--- config.mk ---
export PLATFORM = sky130hd
export DESIGN_NAME = uart_rx
export DESIGN_NICKNAME = d
export VERILOG_FILES = /design/src/rtl/uart_pkg.sv /design/src/rtl/sync_2ff.sv /design/src/rtl/uart_rx.sv
export SDC_FILE = /design/constraint.sdc
export NUM_CORES = 1
export LEC_CHECK = 0
export CORE_MARGIN = 4
export CORE_UTILIZATION = 35
export DETAILED_ROUTE_END_ITERATION = 8
export PLACE_DENSITY = 0.63
export SYNTH_ARGS = -nofsm -noshare
export SYNTH_HDL_FRONTEND = slang
export SYNTH_HIERARCHICAL = 1
export SYNTH_SLANG_ARGS = --single-unit
--- constraint.sdc ---
create_clock -name i_clk -period 3.31 [get_ports i_clk]
set_input_delay 0.662 -clock i_clk [delete_from_list [all_inputs] [get_ports i_clk]]
set_output_delay 0.662 -clock i_clk [all_outputs]
set_load 0.02 [all_outputs]
--- src/rtl/uart_pkg.sv ---
// uart_pkg: shared UART receiver/transmitter types and default framing parameters
package uart_pkg;
    localparam int UART_DATA_BITS    = 8;
    localparam int UART_OVERSAMPLING = 16;
    typedef enum logic [1:0] {IDLE, START, DATA, STOP} rx_state_t;
endpackage

--- src/rtl/sync_2ff.sv ---
// sync_2ff: two-flop synchronizer for an asynchronous input, resets to idle-high
module sync_2ff (
    input  logic i_clk,
    input  logic i_aresetn,
    input  logic i_d,
    output logic o_q
);
    logic meta;
    // shift the raw input through two flops to settle metastability
    always_ff @(posedge i_clk or negedge i_aresetn) begin
        if (!i_aresetn) begin
            meta <= 1'b1;
            o_q  <= 1'b1;
        end else begin
            meta <= i_d;
            o_q  <= meta;
        end
    end
endmodule

--- src/rtl/uart_rx.sv ---
// uart_rx: oversampling 8N1 UART receiver with glitch rejection and break-safe framing errors
module uart_rx
    import uart_pkg::*;
#(
    parameter int DATA_BITS    = UART_DATA_BITS,
    parameter int OVERSAMPLING = UART_OVERSAMPLING,
    parameter int CNT_WIDTH    = $clog2(OVERSAMPLING)
) (
    input  logic                 i_clk,
    input  logic                 i_aresetn,
    input  logic                 i_baud_tick,
    input  logic                 i_rx,
    output logic [DATA_BITS-1:0] o_data,
    output logic                 o_valid,
    output logic                 o_frame_err,
    output logic                 o_busy
);
    localparam int BIT_W = DATA_BITS > 1 ? $clog2(DATA_BITS) : 1;
    localparam logic [CNT_WIDTH-1:0] TICK_LAST = CNT_WIDTH'(OVERSAMPLING - 1);
    localparam logic [CNT_WIDTH-1:0] TICK_MID  = CNT_WIDTH'(OVERSAMPLING / 2 - 1);
    localparam logic [BIT_W-1:0]     BIT_LAST  = BIT_W'(DATA_BITS - 1);

    rx_state_t state, state_n;
    logic [CNT_WIDTH-1:0] tick_cnt, tick_cnt_n;
    logic [BIT_W-1:0] bit_cnt, bit_cnt_n;
    logic [DATA_BITS-1:0] shreg, shreg_n, data_n;
    logic armed, armed_n, valid_n, ferr_n, rx_s;

    sync_2ff u_sync (
        .i_clk     (i_clk),
        .i_aresetn (i_aresetn),
        .i_d       (i_rx),
        .o_q       (rx_s)
    );

    assign o_busy = (state != IDLE);

    // next-state and datapath decisions, evaluated only on baud ticks
    always_comb begin
        state_n    = state;
        tick_cnt_n = tick_cnt;
        bit_cnt_n  = bit_cnt;
        shreg_n    = shreg;
        armed_n    = armed;
        data_n     = o_data;
        valid_n    = 1'b0;
        ferr_n     = 1'b0;
        if (i_baud_tick) begin
            if (rx_s) armed_n = 1'b1;
            case (state)
                IDLE: begin
                    if (!rx_s && armed) begin
                        state_n    = START;
                        tick_cnt_n = '0;
                    end
                end
                START: begin
                    if (tick_cnt == TICK_MID) begin
                        tick_cnt_n = '0;
                        bit_cnt_n  = '0;
                        state_n    = rx_s ? IDLE : DATA;
                    end else tick_cnt_n = tick_cnt + 1'b1;
                end
                DATA: begin
                    if (tick_cnt == TICK_LAST) begin
                        tick_cnt_n       = '0;
                        shreg_n[bit_cnt] = rx_s;
                        if (bit_cnt == BIT_LAST) state_n = STOP;
                        else bit_cnt_n = bit_cnt + 1'b1;
                    end else tick_cnt_n = tick_cnt + 1'b1;
                end
                STOP: begin
                    if (tick_cnt == TICK_LAST) begin
                        tick_cnt_n = '0;
                        state_n    = IDLE;
                        valid_n    = rx_s;
                        ferr_n     = !rx_s;
                        if (rx_s) data_n = shreg;
                        else armed_n = 1'b0;
                    end else tick_cnt_n = tick_cnt + 1'b1;
                end
                default: state_n = IDLE;
            endcase
        end
    end

    // state, counters, shift register and registered output pulses
    always_ff @(posedge i_clk or negedge i_aresetn) begin
        if (!i_aresetn) begin
            state       <= IDLE;
            tick_cnt    <= '0;
            bit_cnt     <= '0;
            shreg       <= '0;
            armed       <= 1'b0;
            o_data      <= '0;
            o_valid     <= 1'b0;
            o_frame_err <= 1'b0;
        end else begin
            state       <= state_n;
            tick_cnt    <= tick_cnt_n;
            bit_cnt     <= bit_cnt_n;
            shreg       <= shreg_n;
            armed       <= armed_n;
            o_data      <= data_n;
            o_valid     <= valid_n;
            o_frame_err <= ferr_n;
        end
    end
endmodule

# After elaboration in Yosys (flattened, before gate mapping)
# Index checks and enable logic that the tools add are counted.
[word_totals]
register_bits = 30
inputBits = 4
output_inout_bits = 11
word_cells = 66
[classes]
addsub = 2
magnitude_cmp = 2
n_eq_ne = 12
muxes = 28
n_reduce_logical = 12
[ops]
columns = ["operator", "count"]
rows = [
  ["$mux 2", 6],
  ["$mux 4", 3],
  ["$ne 2x2->1 const B", 6],
  ["$pmux 4 s3", 1],
  ["$mux 1", 11],
  ["$mux 3", 3],
  ["$bwmux 8", 1],
  ["$pmux 2 s4", 1],
  ["$pmux 3 s2", 1],
  ["$reduce_and 6->1", 1],
  ["$reduce_and 5->1", 1],
  ["$add 4x1->4 const B", 1],
  ["$eq 2x2->1 const B", 2],
  ["$eq 4x3->1 const B", 1],
  ["$eq 4x4->1 const B", 1],
  ["$lt 3x4->1 const B", 1],
  ["$reduce_and 4->1", 1],
  ["$reduce_bool 2->1", 2],
  ["$add 3x1->3 const B", 1],
  ["$demux 1 s3", 1],
  ["$eq 3x3->1 const B", 1],
  ["$ge 3x1->1 const B", 1],
  ["$reduce_and 3->1", 1],
  ["$eq 2x1->1 const B", 1],
  ["other kinds (5)", 6],
]

# Longest topological paths before layout
[logic_depth]
word_depth = 5
depth_mapped = 7
ltp_nobuf = 5

# Cells and area by module
# Netlist, hierarchy kept.
[modules_own_cells]
columns = ["mod", "instances", "cells_each", "area_each_um2", "seq_area_each_um2"]
rows = [
  ["uart_rx", 1, 112, 1356.3, 700.7],
  ["sync_2ff", 1, 2, 52.6, 52.6],
]

# Least setup slack after synthesis
# Ideal clock, no wire load.
[synth_timing]
path_type = "reg2reg"
startpoint = "register tick_cnt[0]"
endpoint = "register o_data[0]"
setup_time_ps = 125
arrival_ps = 1597
required_time_ps = 3185
path_slack_ps = 1588
stages_incl_launch_ff = 8
path_buffers = 2
synth_period_minus_slack_ps = 1722
cell_sequence = "dfrtp_1 > ha_1 > and3_1 > buf_6 > nand4_4 > or2_1 > buf_6 > mux2_4"
[synth_via]
elab_chain_len = 2
[synth_rtl]
columns = ["item", "line_no", "text"]
rows = [
  ["start, declared", "uart_rx.sv:24", "logic [CNT_WIDTH-1:0] tick_cnt, tick_cnt_n;"],
  ["start signal, assigned", "uart_rx.sv:100", "tick_cnt <= tick_cnt_n;"],
  ["$eq 4x4->1", "uart_rx.sv:73", "if (tick_cnt == TICK_LAST) begin"],
  ["$reduce_and 4->1 (no line)", "--", ""],
  ["end signal, assigned", "uart_rx.sv:104", "o_data <= data_n;"],
  ["end, declared", "uart_rx.sv:13", "output logic [DATA_BITS-1:0] o_data,"],
]
# Every way passes these cells.
# A chain may end at the register's enable or synchronous reset.

==> impl_metrics.py <==
metrics = {
    "route": {
        "via_per_inst": 5.13,
        "detail-route-antenna-nets": 0,
        "post_drt_wl_per_cell_um": 14.1,
        "drc": 0,
        "totalWireLength_um": 2530,
        "vias": 919,
        "drt_first_pass_iters": 4,
        "drt_iter0_drc": 26,
    },
    "floorplan": {
        "fp.dieW_um": 71.4,
        "fp.dieH_um": 71.4,
        "ioPinCount": 15,
        "core_area_mm2": 0.00377,
        "dieArea_mm2": 0.00510,
        "start_util": 0.374,
        "rows": 22,
    },
    "cts": {
        "cts_buffers": 5,
        "cts_setup_buffers": 0,
        "cts_tree": "done",
        "root_buffer": "clkbuf_8",
        "clockBufferDepth": 2,
        "path_clk_slew_ns": 0.06,
        "clk_latency_ns": 0.28,
        "cts_resized": 0,
        "numClockSinks": 30,
        "htree_num_levels": 2,
        "ctsHoldBuffers": 0,
    },
    "cells_and_area": {
        "syn_to_final_growth_pct": 16.9,
        "nets": 137,
        "multi_input_area_um2": 581,
        "mostFrequentLayoutCells": "dfrtp_1 (28), clkdlybuf4s50_1 (14), o21ai_0 (11)",
        "final-seq-area_um2": 753,
        "fillers": 344,
        "fin_util": 0.437,
        "layout_commonest_cell": "dfrtp_1",
        "drive_gt1_frac": 0.191,
        "insertedDiodeCount": 0,
    },
    "global_route": {
        "grt-ovfl-total": 0,
        "grt_pass1_wl_um": 4320,
        "grt_max_degree": 31,
        "grt_pass1_vias": 912,
        "track_usage": 0.114,
        "antenna_found_initial": 0,
    },
    "timing": {
        "fin_setup_tns_ns": 0,
        "timing.final.crit_share": 0.723,
        "worst_slew_pin_slew_ns": 0.574,
        "slew_headroom": 0.614,
        "report.final.slew_viol_count": 0,
        "hold_violations": 0,
        "setup_viol": 0,
        "rsz0062_at_grt": "no",
        "finalClockSkew_ns": 0.00828,
        "fin_crit_ns": 2.39,
        "fmax_mhz": 418,
    },
    "critical_path": {
        "crit_path_end_kind": "output port",
        "worstPathMaxFanout": 10,
        "crit_required_ns": 2.65,
        "critPathLaunchType": "flop",
        "cp_data_arrival_time_ns": 1.73,
        "crit_type": "flop to output port",
    },
    "yosys": {
        "seq_area_frac_synth": 0.535,
        "synth.largest_area_cell": "dfrtp_1",
        "synth-seq-cells": 30,
        "muxShareOfSynthArea": 0.117,
        "yosys.area.top_type_share": 0.497,
        "synthSimpleGateAreaFrac": 0.132,
        "synth_top_family_by_area": "simple AND/OR/NAND/NOR gates",
        "synth_adder_area_share": 0.0266,
        "synth_cells": 114,
        "yosys-top-cells-area": "dfrtp_1 (50%), mux2_4 (8.5%), o21ai_0 (3.9%)",
        "netlist_area_mm2": 0.00141,
        "synth_xor_area_frac": 0.00622,
        "synth-compound-area-share": 0.130,
        "synth_fp_nets": 121,
        "synth_cell_type_count": 31,
        "ys_warn_count": 6,
        "syn_area_per_cell_um2": 12.4,
    },
    "pwr": {
        "p_leak_nw": 0.738,
        "pwr-share-seq": 0.521,
        "irDropWorstVdd_mv": 0.272,
        "power_switching_share": 0.312,
        "comb_power_share": 0.173,
        "intPower_mw": 0.627,
        "clkPwrFrac": 0.307,
        "power.switching_mw": 0.285,
        "p_per_area_mw_per_mm2": 554,
    },
    "run_status": {
        "status": "finished clean",
    },
    "job": {
        "drv_cap": 0,
    },
    "placed_design": {
        "gp_congestion": 0.756,
        "port_buffers": 14,
        "hpwl_um": 1800,
    },
    "worst_hold_path": {
        "min_path_type": "flop to flop",
    },
}
[sequential cells by signal, indices dropped and copies added, names as in the netlist, 3 cells and up, named ones only]
register	count
bit_cnt	3
o_data	8
shreg	8
tick_cnt	4
[cells by family (layout without fill, tap and decap cells)]
kind of cell	count (synthesis)	count (layout)
xor+xnor	1	1
simple gates	28	28
buf+inv	12	29
mux	12	12
fa+ha+maj	3	3
flops	30	30
compound gates	28	28
[path summary, 6_finish.rpt]
check,to,slack (ns),from,cells past startpoint
min in group asynchronous,shreg[3],0.76,i_aresetn,2
max in group asynchronous,u_sync/meta,2.22,i_aresetn,2
max,o_busy,0.92,flop,3
min,u_sync/o_q,0.36,u_sync/meta,0
max reg2reg,o_data[7],1.31,tick_cnt[0],5
min reg2reg,u_sync/o_q,0.36,u_sync/meta,0
[synth_stat cells]
master and instances:
o221ai_1 1, dfrtp_1 28, nand4b_1 2, nand3b_1 2, ha_1 3, nand3_1 2, a22oi_1 1, nand4_1 2
or2_1 1, inv_1 6, nand2_1 4, a21oi_1 3, o31ai_1 7, buf_6 2, buf_4 4, and3_1 1
nor4_2 1, o21ai_0 11, nor2_1 5, nor4b_2 1, nand4_4 1, a211oi_1 1, nand2b_1 3, nor3_1 1
xnor2_1 1, a22o_1 3, mux2_4 8, a32o_1 1, mux2_2 4, nor2b_1 2, dfstp_2 2
[worst max-delay path, cell delays in order (launching register included)]
cell,delay [ns]
dfrtp_1,0.57
nor2_1,0.14
inv_1,0.13
clkdlybuf4s50_1,0.61
[routing by layer]
layer	GRT usage	up-vias	share of wire
met5	0	-	0
met4	0.0626	0	0.023
met3	0.0533	7	0.065
met2	0.167	25	0.47
met1	0.137	435	0.44
li1	-	452	-
[area by class of cell]
class	instances	area share
sequential	30	0.457
multi-input combinational	72	0.353
timing repair buffer	15	0.0897
clock buffer	6	0.0441
tap	48	0.0365
inverter	6	0.0137
clock inverter	2	0.00608
[metrics by stage]
stage               instances  worst slack (ns)  hold WS (ns)  instance area [µm²]  total power, mW
finish                    179             0.918         0.356                 1650            0.912
global route              179             0.816         0.361                 1650            0.968
detailed placement        171             0.911         0.348                 1560            0.637
global placement          171             0.945         0.346                 1560            0.629
floorplan                 114              1.59         0.345                 1410            0.601
CTS                       179             0.913         0.357                 1650            0.921
[power groups by stage]
| stage | Clock [mW] | Combinational (mW) | Sequential (mW) |
|---|---|---|---|
| after floorplan | 0 | 0.169 | 0.433 |
| after global placement | 0 | 0.153 | 0.476 |
| after detailed placement | 0 | 0.158 | 0.479 |
| after CTS | 0.289 | 0.158 | 0.473 |
| after global routing | 0.309 | 0.177 | 0.481 |
| final | 0.280 | 0.158 | 0.475 |
Note: power is estimated with default switching activity, not from simulation.
